### src/rtl/spi_cfg_seq.sv
// 3-wire SPI configuration sequencer: walks one register LUT per chip select,
// with optional readback/compare/retry per entry and sticky done/error reporting.
module spi_cfg_seq #(
    parameter int NUM_DEV   = 3,
    parameter int ADDR_W    = 13,
    parameter int DATA_W    = 8,
    parameter int LUT_AW    = 10,
    parameter int CLK_DIV   = 5,
    parameter int START_DLY = 1000,
    parameter int CS_GAP    = 4,
    parameter int MAX_RETRY = 3,
    localparam int DEV_W    = (NUM_DEV > 1) ? $clog2(NUM_DEV) : 1,
    localparam int ENT_W    = 2 + ADDR_W + DATA_W
) (
    input  logic                clk_50m,
    input  logic                rst,
    input  logic                start,
    output logic [DEV_W-1:0]    dev_sel,
    output logic [LUT_AW-1:0]   lut_index,
    input  logic [ENT_W-1:0]    lut_data,
    output logic                spi_sclk,
    output logic                spi_sdio_o,
    output logic                spi_sdio_oe,
    input  logic                spi_sdio_i,
    output logic [NUM_DEV-1:0]  spi_cs_n,
    output logic                busy,
    output logic                done_flag,
    output logic                err_flag,
    output logic [DEV_W-1:0]    err_dev,
    output logic [ADDR_W-1:0]   err_addr
);

    localparam int INSTR_LEN = 3 + ADDR_W;
    localparam int FRAME_LEN = INSTR_LEN + DATA_W;
    localparam int LAST_HALF = 2 * FRAME_LEN + 1;

    typedef enum logic [2:0] {
        S_IDLE, S_WAIT, S_FETCH, S_SHIFT, S_CHECK, S_GAP, S_DONE, S_ABORT
    } state_t;

    state_t                r_state, w_state_next;
    logic [31:0]           r_cnt, r_half, r_try;
    logic [DEV_W-1:0]      r_dev, r_err_dev;
    logic [LUT_AW-1:0]     r_idx;
    logic [NUM_DEV-1:0]    r_cs_n;
    logic                  r_sclk, r_sdo, r_oe, r_rd, r_repeat, r_err;
    logic [FRAME_LEN-1:0]  r_sh;
    logic [ADDR_W-1:0]     r_addr, r_err_addr;
    logic [DATA_W-1:0]     r_data, r_rdata;

    logic                  w_abort, w_end, w_ent_rd, w_last_dev, w_last_idx;
    logic                  w_fetch_ok, w_tick, w_frame_end, w_gap_end, w_match;
    logic                  w_busy, w_done;
    logic [ADDR_W-1:0]     w_ent_addr;
    logic [DATA_W-1:0]     w_ent_data;
    logic [FRAME_LEN-1:0]  w_frame;
    logic [31:0]           w_half_next;

    assign w_abort     = (r_state inside {S_WAIT, S_FETCH, S_SHIFT, S_CHECK, S_GAP}) && !start;
    assign w_end       = lut_data[ENT_W-1];
    assign w_ent_rd    = lut_data[ENT_W-2];
    assign w_ent_addr  = lut_data[DATA_W +: ADDR_W];
    assign w_ent_data  = lut_data[DATA_W-1:0];
    assign w_frame     = {w_ent_rd, 2'b00, w_ent_addr, w_ent_data};
    assign w_last_dev  = (r_dev == DEV_W'(NUM_DEV - 1));
    assign w_last_idx  = (r_idx == {LUT_AW{1'b1}});
    // lut_data reflects the current index two cycles after it changes
    assign w_fetch_ok  = (r_cnt == 32'd1);
    assign w_tick      = (r_cnt == 32'(CLK_DIV - 1));
    assign w_frame_end = w_tick && (r_half == 32'(LAST_HALF));
    assign w_gap_end   = (r_cnt == 32'(CS_GAP - 1));
    assign w_match     = (r_rdata == r_data);
    assign w_half_next = r_half + 32'd1;

    always_comb begin
        w_state_next = r_state;
        w_busy       = 1'b0;
        w_done       = 1'b0;
        if (w_abort) begin
            w_state_next = S_ABORT;
        end else begin
            case (r_state)
                S_IDLE:  if (start) w_state_next = S_WAIT;
                S_WAIT:  if (r_cnt == 32'(START_DLY - 1)) w_state_next = S_FETCH;
                S_FETCH: begin
                    if (w_fetch_ok) begin
                        if (!w_end)
                            w_state_next = S_SHIFT;
                        else if (w_last_dev)
                            w_state_next = S_DONE;
                    end
                end
                S_SHIFT: if (w_frame_end) w_state_next = r_rd ? S_CHECK : S_GAP;
                S_CHECK: w_state_next = S_GAP;
                S_GAP: begin
                    if (w_gap_end)
                        w_state_next = (!r_repeat && w_last_idx && w_last_dev) ? S_DONE : S_FETCH;
                end
                S_DONE:  w_state_next = S_DONE;
                S_ABORT: w_state_next = S_IDLE;
                default: w_state_next = S_IDLE;
            endcase
        end
        w_busy = (r_state inside {S_WAIT, S_FETCH, S_SHIFT, S_CHECK, S_GAP});
        w_done = (r_state == S_DONE);
    end

    always_ff @(posedge clk_50m or posedge rst) begin
        if (rst) r_state <= S_IDLE;
        else     r_state <= w_state_next;
    end

    always_ff @(posedge clk_50m or posedge rst) begin
        if (rst) begin
            r_cnt      <= '0;
            r_half     <= '0;
            r_try      <= '0;
            r_dev      <= '0;
            r_idx      <= '0;
            r_cs_n     <= '1;
            r_sclk     <= 1'b0;
            r_sdo      <= 1'b0;
            r_oe       <= 1'b0;
            r_rd       <= 1'b0;
            r_repeat   <= 1'b0;
            r_err      <= 1'b0;
            r_err_dev  <= '0;
            r_err_addr <= '0;
            r_sh       <= '0;
            r_addr     <= '0;
            r_data     <= '0;
            r_rdata    <= '0;
        end else if (w_abort) begin
            r_cs_n   <= '1;
            r_sclk   <= 1'b0;
            r_oe     <= 1'b0;
            r_sdo    <= 1'b0;
            r_dev    <= '0;
            r_idx    <= '0;
            r_cnt    <= '0;
            r_half   <= '0;
            r_try    <= '0;
            r_repeat <= 1'b0;
        end else begin
            case (r_state)
                S_IDLE: begin
                    if (start) begin
                        r_dev    <= '0;
                        r_idx    <= '0;
                        r_cnt    <= '0;
                        r_try    <= '0;
                        r_repeat <= 1'b0;
                    end
                end
                S_WAIT: r_cnt <= (r_cnt == 32'(START_DLY - 1)) ? 32'd0 : r_cnt + 32'd1;
                S_FETCH: begin
                    if (w_fetch_ok) begin
                        r_cnt <= '0;
                        if (w_end) begin
                            if (!w_last_dev) begin
                                r_dev <= r_dev + 1'b1;
                                r_idx <= '0;
                            end
                        end else begin
                            r_rd   <= w_ent_rd;
                            r_addr <= w_ent_addr;
                            r_data <= w_ent_data;
                            r_sh   <= {w_frame[FRAME_LEN-2:0], 1'b0};
                            r_sdo  <= w_frame[FRAME_LEN-1];
                            r_cs_n <= ~(NUM_DEV'(1) << r_dev);
                            r_oe   <= 1'b1;
                            r_sclk <= 1'b0;
                            r_half <= '0;
                        end
                    end else begin
                        r_cnt <= r_cnt + 32'd1;
                    end
                end
                S_SHIFT: begin
                    if (w_frame_end) begin
                        r_cs_n   <= '1;
                        r_oe     <= 1'b1;
                        r_sclk   <= 1'b0;
                        r_cnt    <= '0;
                        r_repeat <= 1'b0;
                    end else if (w_tick) begin
                        r_cnt  <= '0;
                        r_half <= w_half_next;
                        // odd half-periods start with a rise, even ones with a fall
                        if (w_half_next < 32'(LAST_HALF)) begin
                            if (w_half_next[0]) begin
                                r_sclk <= 1'b1;
                                if (w_half_next > 32'(2 * INSTR_LEN))
                                    r_rdata <= {r_rdata[DATA_W-2:0], spi_sdio_i};
                            end else begin
                                r_sclk <= 1'b0;
                                r_sdo  <= r_sh[FRAME_LEN-1];
                                r_sh   <= {r_sh[FRAME_LEN-2:0], 1'b0};
                                if (r_rd && (w_half_next == 32'(2 * INSTR_LEN)))
                                    r_oe <= 1'b0;
                            end
                        end
                    end else begin
                        r_cnt <= r_cnt + 32'd1;
                    end
                end
                S_CHECK: begin
                    if (w_match) begin
                        r_try    <= '0;
                        r_repeat <= 1'b0;
                    end else if (r_try < 32'(MAX_RETRY)) begin
                        r_try    <= r_try + 32'd1;
                        r_repeat <= 1'b1;
                    end else begin
                        r_try    <= '0;
                        r_repeat <= 1'b0;
                        if (!r_err) begin
                            r_err_dev  <= r_dev;
                            r_err_addr <= r_addr;
                        end
                        r_err <= 1'b1;
                    end
                end
                S_GAP: begin
                    if (w_gap_end) begin
                        r_cnt <= '0;
                        // the last LUT slot implicitly ends the table; the index never wraps
                        if (!r_repeat) begin
                            if (w_last_idx) begin
                                if (!w_last_dev) begin
                                    r_dev <= r_dev + 1'b1;
                                    r_idx <= '0;
                                end
                            end else begin
                                r_idx <= r_idx + 1'b1;
                            end
                        end
                    end else begin
                        r_cnt <= r_cnt + 32'd1;
                    end
                end
                default: ;
            endcase
        end
    end

    assign dev_sel     = r_dev;
    assign lut_index   = r_idx;
    assign spi_sclk    = r_sclk;
    assign spi_sdio_o  = r_sdo;
    assign spi_sdio_oe = r_oe;
    assign spi_cs_n    = r_cs_n;
    assign busy        = w_busy;
    assign done_flag   = w_done;
    assign err_flag    = r_err;
    assign err_dev     = r_err_dev;
    assign err_addr    = r_err_addr;

endmodule

### config.mk
export PLATFORM = sky130hd
export DESIGN_NAME = spi_cfg_seq
export DESIGN_NICKNAME = d
export VERILOG_FILES = /design/src/rtl/spi_cfg_seq.sv
export SDC_FILE = /design/constraint.sdc
export NUM_CORES = 1
export LEC_CHECK = 0
export ABC_AREA = 1
export CAP_MARGIN = 40
export CORE_MARGIN = 2
export CORE_UTILIZATION = 40
export CTS_CLUSTER_DIAMETER = 50
export DETAILED_ROUTE_END_ITERATION = 6
export GPL_TIMING_DRIVEN = 0
export HOLD_SLACK_MARGIN = 0.05
export MAX_ROUTING_LAYER = met4
export PLACE_DENSITY = 0.57
export SLEW_MARGIN = 20
export SYNTH_ARGS = -nofsm -noshare
export SYNTH_HDL_FRONTEND = slang
export SYNTH_SLANG_ARGS = --single-unit
### constraint.sdc
create_clock -name clk_50m -period 8.2 [get_ports clk_50m]
set_input_delay 2.46 -clock clk_50m [delete_from_list [all_inputs] [get_ports clk_50m]]
set_output_delay 2.46 -clock clk_50m [all_outputs]
set_load 0.05 [all_outputs]
Word level (Yosys, flattened, before mapping)
Index checks and enable logic that the tools add are counted.
{ "classes": {"add_sub_neg": 5, "n_lt_le_gt_ge": 3, "eq_ne": 40, "shifts": 1, "n_mux": 90, "bitwise_logic": 7, "n_reduce_logical": 31} }
{ "ops": {"columns": ["op", "n"], "rows": [
  ["32-bit two-way mux", 15],
  ["32-bit one-hot mux with 5 select lines", 1],
  ["24-bit two-way mux", 6],
  ["32-bit one-hot mux with 2 select lines", 2],
  ["32-bit by 1-bit adder with 32-bit output, second input constant", 3],
  ["10-bit two-way mux", 8],
  ["32-bit by 6-bit equality test with 1-bit output, second input constant", 2],
  ["24-bit one-hot mux with 2 select lines", 1],
  ["3-bit two-way mux", 13],
  ["3-bit inequality test, second input constant", 11],
  ["32-bit by 1-bit equality test with 1-bit output, second input constant", 1],
  ["32-bit by 10-bit equality test with 1-bit output, second input constant", 1],
  ["32-bit by 2-bit equality test with 1-bit output, second input constant", 1],
  ["32-bit by 3-bit equality test with 1-bit output, second input constant", 1],
  ["32-bit by 6-bit greater-than comparator with 1-bit output, second input constant", 1],
  ["32-bit by 2-bit less-than comparator with 1-bit output, second input constant", 1],
  ["32-bit by 6-bit less-than comparator with 1-bit output, second input constant", 1],
  ["10-bit one-hot mux with 3 select lines", 1],
  ["1-bit two-way mux", 28],
  ["7-bit AND reduction", 4],
  ["3-bit one-hot mux with 8 select lines", 1],
  ["2-bit two-way mux", 8],
  ["5-bit AND reduction", 3],
  ["3-bit equality test, second input constant", 4],
  ["other kinds (32)", 59]
]} }
{ "word_totals": {"register_bits": 188, "inputBits": 27, "out_inout_bits": 36, "elab_cells": 196} }

Depth between registers and ports, before layout
{ "depth": {"word_depth": 10, "mapped_depth": 17, "depth_no_buf": 16} }

Least setup slack after synthesis
OpenSTA, ideal clock, no wires.
{ "synth_path": {"path_type": "input to register", "from": "in start", "to": "reg r_cnt[11]", "setup_time_ps": 120, "arrival_ps": 3614, "required_time_ps": 8080, "path_slack_ps": 4466, "stages": 8, "path_buffers": 0, "path_cell_list": "nor2_4 -> inv_2 -> a31oi_4 -> inv_1 -> nor3_1 -> nand3_1 -> xor2_1 -> nor2_1"} }
{ "synth_via": {"elab_chain_len": 4} }
{ "synth_rtl": {"columns": ["element", "line", "text"], "rows": [
  ["start, declared", "17", "input logic start,"],
  ["1-bit zero test", "59", "assign w_abort = (r_state inside {S_WAIT, S_FETCH, S_SHIFT, S_CHECK, S_GAP}) && !start;"],
  ["1-bit logical AND", "59", null],
  ["6-bit nonzero test (no source line) or 3-bit inequality test (tied branches)", null, null],
  ["2-bit AND reduction (no source line)", null, null],
  ["end signal, assigned", "155", "S_WAIT: r_cnt <= (r_cnt == 32'(START_DLY - 1)) ? 32'd0 : r_cnt + 32'd1;"],
  ["end signal, assigned", "176", "r_cnt <= r_cnt + 32'd1;"],
  ["end signal, assigned", "204", "r_cnt <= r_cnt + 32'd1;"],
  ["end, declared", "42", "logic [31:0] r_cnt, r_half, r_try;"]
]} }
Several ways; a longest one is shown, not always the timed one.
A chain may end at the register's enable or synchronous reset.

Worst setup path in the final report
{ "layout_path": {"from": "reg r_state[2]", "to": "out busy"} }
{ "layout_via": {"elab_chain_len": 2} }
{ "layout_rtl": {"columns": ["element", "line", "text"], "rows": [
  ["start, declared", "41", "state_t r_state, w_state_next;"],
  ["start signal, assigned", "110", "else r_state <= w_state_next;"],
  ["3-bit by 1-bit equality test with 1-bit output, or another cell as far along", "104", "w_busy = (r_state inside {S_WAIT, S_FETCH, S_SHIFT, S_CHECK, S_GAP});"],
  ["5-bit nonzero test (*)", "104", null],
  ["end, declared", "26", "output logic busy,"]
]} }
Mark *: on every way between the ends. The rest lies on a longest branch, timed or not.

==> qor.csv <==
stage;metric;value;unit
yosys;Top FF cell, synth;dfrtp_1;
pwr;static leakage;5.52;nW
yosys;top area cells in the synthesized netlist;dfrtp_1 (43%), nand2_1 (15%), nor2_1 (6.2%);
yosys;yosys warns;0;
floorplanning;core footprint;0.0261;mm2
yosys;Seq/Total Area, Yosys;0.442;
worst_setup_path;Crit path required time;5740;ps
worst_setup_path;CP endpoint kind;output port;
floorplanning;Die Wd;167;um
route;Final Routed Wirelength;28300;um
sta;clk_skew;13.0;ps
yosys;Post-synth EDFFs;0;
route;mean routed wirelength per cell;15.0;um
global_routing;gr ovfl total;0;
floorplanning;Ports;63;
clock_tree;Sink Count;187;
worst_setup_path;reg2reg start;r_half[0];
layout;Ant. Diodes;0;
sta;final worst slack;3520;ps
sta;final slew viol count;0;
sta;min cycle time layout;4680;ps
sta;unrepaired setup endpoints after global routing;false;
global_routing;gr usage total;0.216;
floorplanning;num rows;59;
yosys;Avg Cell Area, Syn;7.28;um2
floorplanning;die area;0.0278;mm2
min_path;WHS Endpoint;r_sh[12];
route;vias;9620;
route;drc violations;0;
yosys;fraction of registers with async set or reset after synthesis;1.00;
global_routing;global-route wire length before repair;47900;um
layout;Layout Nets;1576;
worst_setup_path;CP Max Fanout;7;
worst_setup_path;worst r2r path cells;15;
sta;final setup fails;0;
clock_tree;clk_lat worst skew;440;ps
sta;Final Cycle Share;0.571;
place;DP HPWL;21200;um
yosys;Netlist cell types;46;
layout;area delta synth->final;16.0;%
clock_tree;CTS Buffer Depth;2;
pwr;PwrDens;252;mW/mm2
floorplanning;die height;167;um
sta;fmax;214;MHz
clock_tree;htree depth;4;
flow_run;# Max-Cap Violations;0;
worst_setup_path;critical path class;flip-flop to output port;
yosys;post-synthesis net count;1493;
yosys;Yosys top cell by area;dfrtp_1;
min_path;Hold Crit Class;flip-flop to flip-flop;
yosys;Syn Std Cell Area;0.0106;mm2
min_path;Hold Crit Depth;2;
outcome;status;completed;
clock_tree;clock slew at reported path FFs;80;ps
global_routing;vias in the first global route;9237;
clock_tree;post-CTS sizing;0;
clock_tree;Post-CTS Setup Bufs;0;
sta;Hold Vio Cnt, Final;0;
clock_tree;CTS Hold Buffers Added;0;
worst_setup_path;Worst EP arrival;2220;ps
worst_setup_path;RR Endpoint;r_sh[23];
place;Placement Setup Slack;3080;ps
sta;Max-slew headroom;0.539;
layout;layout cell share with drive strength beyond 1;0.0561;
global_routing;largest net degree at the start of global routing;78;
layout;Final Util;0.472;
yosys;#FFs+latches synth;187;
route;drt pass-1 iters;5;
route;ANT nets after route;0;
route;Vias per Instance;5.10;
pwr;VDD IR max;0.000152;V
global_routing;initial antenna violation count;0;
worst_setup_path;CP startpoint kind;flip-flop;
worst_setup_path;reg2reg setup slack;5040;ps
floorplanning;initial core utilization;0.407;
place;Port Buf Inserts;62;
sta;actual transition at the worst max-transition pin;689;ps
place;gpl congestion;0.931;
min_path;worst min-delay path startpoint;r_sh[12];
route;DR iter-0 viols;781;
clock_tree;CTS root buf;clkbuf_16;
yosys;Yosys top cell area share;0.434;
clock_tree;CTS tree;yes;
yosys;Post-Syn Instances;1455;
clock_tree;TritonCTS buffer count;17;
## logic make-up after synthesis
group | after synthesis | synth area share
fa+ha+maj | 11 | 0.0130
compound gates | 194 | 0.104
buf+inv | 212 | 0.0797
xor+xnor | 41 | 0.0339
simple gates | 810 | 0.328
flops | 187 | 0.442
## cells in the final DEF, fill, tap and decap left out, types with 3 or more instances in the layout
| cell | Yosys | routed |
|---|---|---|
| buf_6 | 4 | 4 |
| nor4_1 | 18 | 18 |
| nor2_2 | 11 | 11 |
| inv_8 | 0 | 5 |
| buf_2 | 6 | 6 |
| clkbuf_16 | 0 | 17 |
| nor2_4 | 5 | 5 |
| o31ai_1 | 5 | 5 |
| inv_2 | 6 | 6 |
| inv_1 | 164 | 163 |
| o21ai_1 | 13 | 13 |
| xor2_1 | 30 | 30 |
| nand2_2 | 6 | 6 |
| nand3b_1 | 10 | 10 |
| o22ai_1 | 5 | 5 |
| xnor2_1 | 11 | 11 |
| nor3_1 | 26 | 26 |
| inv_6 | 0 | 4 |
| clkdlybuf4s50_1 | 0 | 62 |
| nand3_1 | 111 | 111 |
| dfrtp_1 | 184 | 184 |
| nor2_1 | 175 | 175 |
| clkbuf_1 | 25 | 25 |
| nand4_1 | 30 | 30 |
| clkinv_8 | 0 | 3 |
| dfstp_2 | 3 | 3 |
| a41oi_1 | 9 | 9 |
| a21oi_1 | 21 | 21 |
| nand2_1 | 412 | 412 |
| o21ai_0 | 125 | 125 |
| buf_4 | 3 | 3 |
| ha_1 | 11 | 11 |
## through the flow
stage               setup TNS, ps  instance area [um2]  std cells  hold WS (ps)  power [mW]
floorplan                       0                10600       1455           442        1.93
global placement          -406190                11600       1852           455        2.27
detailed placement              0                11700       1854           459        2.28
CTS                             0                12300       1886           477        3.12
global route                    0                12300       1886           499        3.32
finish                          0                12300       1886           476        3.10
## synthesized netlist by cell type (all sizes together) (5+ instances only)
cell type  count
nor3          26
nand3b        10
clkbuf        25
o21ai        139
nand2        418
a41oi          9
nand3        112
o22ai          5
xor2          30
nor4          18
a21oi         23
inv          170
nand4         30
dfrtp        184
buf           15
xnor2         11
ha            11
nor2         191
o31ai          5
## worst max-delay path: stages, from the launching register on
cell and delay, ps:
dfrtp_1 320, buf_2 210, inv_2 90, nand2_1 130, nand2_1 130, inv_1 100, clkdlybuf4s50_1 810
## area by class of cell
class,instances,area [um2]
Fill cell,2642,13800
Buffer,40,199
Timing Repair Buffer,64,676
Tap cell,335,419
Clock buffer,17,425
Inverter,172,653
Sequential cell,187,4680
Multi-Input combinational cell,1056,5070
Clock inverter,15,168
## worst max path at each step
stage          startpoint         end  cells after the start
2_1_floorplan         rst  dev_sel[0]                      1
3_3_place_gp          rst    r_sh[12]                      2
3_5_place_dp        start   r_cnt[14]                      8
4_1_cts        r_state[2]        busy                      6
5_1_grt             start   r_half[1]                      8
6_report       r_state[2]        busy                      6
## per-layer routing
layer | track usage | part of all wire | vias to the layer above
li1 | - | - | 4877
met1 | 0.315 | 0.51 | 4494
met2 | 0.321 | 0.43 | 219
met3 | 0.0257 | 0.038 | 30
met4 | 0.0540 | 0.016 | 0
met5 | - | 0 | -
## flip-flops by register name, summed over array words and instances, names as in the netlist, 3 cells and up
register / cells
r_state: 3
err_addr: 13
lut_index: 10
r_data: 8
r_addr: 13
spi_cs_n: 3
r_half: 32
r_cnt: 32
r_try: 32
r_rdata: 8
r_sh: 23
## report_power, final
part | internal (mW) | total, mW | switching, mW | leakage (nW)
combinational | 0.313 | 1.10 | 0.788 | 2.69
sequential | 1.07 | 1.16 | 0.0959 | 2.54
clock | 0.413 | 0.838 | 0.425 | 0.292
total | 1.79 | 3.10 | 1.31 | 5.52
(Power assumes the default switching activity.)
